==> src/rtl/bounded_up_down_counter.sv <==
// bounded_up_down_counter: up/down counter with programmable bounds, variable step, load, wrap/saturate
//   clk        rising-edge clock
//   reset      asynchronous active-low reset
//   en         count enable
//   up_down    1 = up, 0 = down
//   step       unsigned step amount
//   load       parallel load strobe (highest priority)
//   load_val   value to load, clamped into [MIN_VAL,MAX_VAL]
//   clr_flags  clears the sticky flags (a same-cycle crossing wins)
//   count      registered count
//   at_max     count == MAX_VAL
//   at_min     count == MIN_VAL
//   bound_hit  one-cycle pulse after a wrap or clamp
//   ovf_sticky set on an upward bound crossing
//   unf_sticky set on a downward bound crossing
module bounded_up_down_counter #(
  parameter int N        = 8,
  parameter int STEP_W   = 4,
  parameter int MIN_VAL  = 0,
  parameter int MAX_VAL  = 255,
  parameter int SATURATE = 0
) (
  input  logic              clk,
  input  logic              reset,
  input  logic              en,
  input  logic              up_down,
  input  logic [STEP_W-1:0] step,
  input  logic              load,
  input  logic [N-1:0]      load_val,
  input  logic              clr_flags,
  output logic [N-1:0]      count,
  output logic              at_max,
  output logic              at_min,
  output logic              bound_hit,
  output logic              ovf_sticky,
  output logic              unf_sticky
);
  localparam int RANGE = MAX_VAL - MIN_VAL + 1;
  localparam logic signed [N+1:0] MAX_S = (N+2)'(MAX_VAL);
  localparam logic signed [N+1:0] MIN_S = (N+2)'(MIN_VAL);
  localparam logic signed [N+1:0] RNG_S = (N+2)'(RANGE);
  if (!(MIN_VAL < MAX_VAL && (2**STEP_W) - 1 < RANGE)) begin : g_chk
    $error("bounded_up_down_counter: need MIN_VAL < MAX_VAL and 2**STEP_W-1 < RANGE");
  end
  logic [N-1:0] count_q, count_d;
  logic hit_q, hit_d, ovf_q, ovf_d, unf_q, unf_d, ovf, unf;
  // N+2 signed bits hold count+step and count-step without truncation
  logic signed [N+1:0] cnt_s, stp_s, up_s, dn_s, ld_s, nxt_s;
  always_comb begin
    cnt_s = $signed({2'b00, count_q});
    stp_s = $signed((N+2)'(step));
    up_s  = cnt_s + stp_s;
    dn_s  = cnt_s - stp_s;
    ld_s  = $signed({2'b00, load_val});
    ovf   = ~load & en & up_down & (up_s > MAX_S);
    unf   = ~load & en & ~up_down & (dn_s < MIN_S);
    nxt_s = load ? (ld_s < MIN_S ? MIN_S : ld_s > MAX_S ? MAX_S : ld_s) :
            up_down ? (ovf ? (SATURATE != 0 ? MAX_S : up_s - RNG_S) : up_s) :
                      (unf ? (SATURATE != 0 ? MIN_S : dn_s + RNG_S) : dn_s);
    count_d = (load | en) ? nxt_s[N-1:0] : count_q;
    hit_d   = ovf | unf;
    ovf_d   = ovf | (ovf_q & ~clr_flags);
    unf_d   = unf | (unf_q & ~clr_flags);
  end
  always_ff @(posedge clk or negedge reset) begin
    if (!reset) begin
      count_q <= N'(MIN_VAL);
      hit_q   <= 1'b0;
      ovf_q   <= 1'b0;
      unf_q   <= 1'b0;
    end else begin
      count_q <= count_d;
      hit_q   <= hit_d;
      ovf_q   <= ovf_d;
      unf_q   <= unf_d;
    end
  end
  assign count      = count_q;
  assign at_max     = count_q == N'(MAX_VAL);
  assign at_min     = count_q == N'(MIN_VAL);
  assign bound_hit  = hit_q;
  assign ovf_sticky = ovf_q;
  assign unf_sticky = unf_q;
endmodule

==> config.mk <==
export PLATFORM = sky130hd
export DESIGN_NAME = bounded_up_down_counter
export DESIGN_NICKNAME = d
export VERILOG_FILES = /design/src/rtl/bounded_up_down_counter.sv
export SDC_FILE = /design/constraint.sdc
export NUM_CORES = 1
export LEC_CHECK = 0
export ABC_AREA = 1
export BUFFER_PORTS_ARGS = -buffer_cell sky130_fd_sc_hd__buf_2
export CAP_MARGIN = 20
export CORE_MARGIN = 8
export CORE_UTILIZATION = 30
export CTS_BUF_LIST = sky130_fd_sc_hd__clkbuf_8
export CTS_CLUSTER_DIAMETER = 60
export DETAILED_ROUTE_END_ITERATION = 8
export PLACE_DENSITY_LB_ADDON = 0.25
export SLEW_MARGIN = 15
export SYNTH_ARGS = -nofsm -noshare
export SYNTH_HDL_FRONTEND = slang
export SYNTH_SLANG_ARGS = --single-unit
export TNS_END_PERCENT = 50
==> constraint.sdc <==
create_clock -name clk -period 2.23 [get_ports clk]
set_input_delay 0.446 -clock clk [delete_from_list [all_inputs] [get_ports clk]]
set_output_delay 0.446 -clock clk [all_outputs]
set_load 0.1 [all_outputs]
==> metrics.md <==
| Metric | Value |
|---|---|
| Fin Setup TNS | 0 ps |
| Reg clk slew, reported paths | 50 ps |
| Hold buffer count at cts | 0 |
| Drt total wl | 2774 µm |
| Synth Instances | 145 |
| VDD IR-drop max | 0.0003878 V |
| Tcrit/Tclk final | 0.9519 |
| DP Wirelength | 2336 µm |
| CTS H-tree lvls | 1 |
| TritonCTS buffer count | 3 |
| Setup crit end kind | primary output |
| # setup viols final | 0 |
| Pleak | 0.6815 nW |
| Biggest cell delay along the critical path | 480 ps |
| Fin. max-slew vios | 0 |
| Maximum fanout along the worst path | 12 |
| Cell Chain, Critical Path | inv_1 -> nand4_1 -> nor3_4 -> buf_2 |
| Total track usage | 0.1114 |
| Synth area leaders | dfrtp_1, nand2_1, ha_1, nand3_1, inv_1 |
| Ys Warns | 0 |
| Mapped Nets | 173 |
| Core area | 3284 µm² |
| CP Buf/Inv Count | 2 |
| Worst Path Required | 1780 ps |
| Power Density | 680.9 nW/µm² |
| Post-CTS setup buffer count | 0 |
| Via/cell ratio | 4.670 |
| DRC | 0 |
| Outcome | finished, final reports clean |
| Die height | 74.23 µm |
| Rel. slew slack | 0.6616 |
| Sequential area share after synthesis | 0.2706 |
| FMAX | 0.4711 GHz |
| Hold slack | 69.80 ps |
| Top Ports | 31 |
| Dominant cell type by area after synthesis | dfrtp_1 |
| Antenna Nets Post-Route | 0 |
| CTS tree | yes |
| GRT Residual Overflow | 0 |
| Post-synth top area share | 0.2706 |
| Iter 0 DRT Violations | 67 |
| Post-Syn Area | 1017 µm² |
| Die area | 5510 µm² |
| Clock skew | 2.219 ps |
| Chip width | 74.23 µm |
| Final Net Count | 204 |
| Commonest non-fill, non-tap cell in the layout | nand2_1 |
| Drt wl/cell | 12.55 µm |
| Vias | 1032 |
| CP Class | reg2out |
| CP top delay family | buffers and inverters |
| Post-CTS resize count | 0 |
| I/O Buffers | 30 |
| Routability cong. | 0.8074 |
| Vias in the first global route | 1066 |
| Clk_lat worst skew | 240 ps |
| Worst-Margin Slew | 505.7 ps |
| Maximum root-to-sink buffer count | 2 |
| Starting Density | 0.3097 |
| FILL cells | 368 |
| Row Count | 21 |
| Root Buffer | clkbuf_8 |
| Number of distinct library cells after synthesis | 24 |
| Synth Register Bits | 11 |
| First-pass GRT wire length | 4850 µm |
| Largest net degree at the start of global routing | 13 |
| Hold/Removal Path Class | in2async |
| Syn Area/Cell | 7.015 µm² |
| Antenna violations before repair | 0 |
| Area Overhead vs Synth | 24.35% |
| Startpoint Class | flip-flop |
| Critical Path AT | 1680 ps |
| Post-layout worst setup margin | 107.3 ps |
| MaxCap Viol Count | 0 |
| Endpoints failing hold | 0 |
| Most frequent cells in the layout | nand2_1, buf_2, inv_1 |
| Slowest cell on crit path | dfrtp_2 |
| DRT Pass-1 Iters | 4 |
| Crit path time final | 2123 ps |
| RSZ-0062 raised after global routing | no |
| CTS Sinks | 11 |
| Ratio of cells with drive above 1 in the final layout | 0.2800 |
| Placement Setup Slack | 346.3 ps |
| Diode count | 0 |
## metrics by stage
stage	utilization	power [mW]	instance area, µm²	instances
floorplan	-	0.5887	1045	145
global placement	0.3714	0.6702	1220	217
detailed placement	0.3714	0.6744	1220	217
CTS	0.3851	0.8702	1265	221
global route	0.3851	0.9254	1265	221
finish	0.3851	0.8613	1265	221
## layout make-up
type	count	area, µm²	area share
clock buffer	3	41.29	0.03264
clock inverter	1	3.754	0.002967
inverter	23	93.84	0.07418
multi-input combinational	107	634.4	0.5015
sequential	11	284.0	0.2245
tap	46	57.56	0.04550
timing repair buffer	30	150.1	0.1187
## path summary, 6_finish.rpt
| path | cells after the start | from | slack, ps | end |
|---|---|---|---|---|
| max | 4 | count[4] | 110 | at_min |
| max reg2reg | 11 | count[0] | 510 | count[4] |
| max in group asynchronous | 1 | reset | 1940 | count[3] |
| min reg2reg | 2 | ovf_sticky | 520 | ovf_sticky |
| min in group clk | 2 | clr_flags | 380 | ovf_sticky |
| min | 1 | reset | 70 | ovf_sticky |
## sequential cells by signal (all words and copies together), names as in the netlist
| signal | count |
|---|---|
| count | 8 |
| bound_hit | 1 |
| ovf_sticky | 1 |
| unf_sticky | 1 |
## worst register-to-register path, cell delays in order, from the launching register on
cell	delay, ps
dfrtp_2	390
inv_1	70
ha_1	220
fa_1	360
inv_1	70
nand2_1	40
nand2_1	80
a21oi_1	80
nand2_1	70
nand2_1	60
nor2_1	90
o21ai_1	70
## report_power, final
| part | leakage (nW) | switching, mW | internal (mW) | total [mW] |
|---|---|---|---|---|
| combinational | 0.524 | 0.307 | 0.101 | 0.408 |
| clock | 0.0269 | 0.0714 | 0.121 | 0.192 |
| sequential | 0.131 | 0.0381 | 0.223 | 0.261 |
| total | 0.682 | 0.417 | 0.444 | 0.861 |
## metal layers
layer,vias to the layer above,part of all wire,track usage
met2,31,0.46,0.1777
met3,2,0.071,0.03504
met5,-,0,0
met1,458,0.45,0.1396
li1,541,-,-
met4,0,0.011,0.03261
## synthesized netlist by cell type
| master | instances |
|---|---|
| clkbuf_2 | 1 |
| nand2_1 | 42 |
| o21ai_0 | 3 |
| a21oi_1 | 6 |
| nand4_1 | 3 |
| inv_2 | 1 |
| o21ai_1 | 3 |
| nor2_1 | 8 |
| o21ai_2 | 1 |
| or3_4 | 1 |
| o221ai_1 | 2 |
| inv_1 | 20 |
| fa_1 | 2 |
| buf_2 | 1 |
| ha_1 | 8 |
| nor2_8 | 1 |
| nor3_1 | 4 |
| inv_4 | 1 |
| dfrtp_1 | 11 |
| nand2_2 | 1 |
| clkinv_4 | 1 |
| a22oi_1 | 6 |
| buf_6 | 2 |
| nand3_1 | 16 |
## logic make-up (layout without fill, tap and decap cells)
| group | count (synthesis) | count (layout) | synth area share |
|---|---|---|---|
| buffers and inverters | 27 | 57 | 0.1242 |
| DFF | 11 | 11 | 0.2706 |
| adders and majority gates | 10 | 10 | 0.1378 |
| AOI/OAI and AO/OA | 21 | 21 | 0.1291 |
| and+or+nand+nor | 76 | 76 | 0.3383 |
Power figures use the tool's default switching activity.
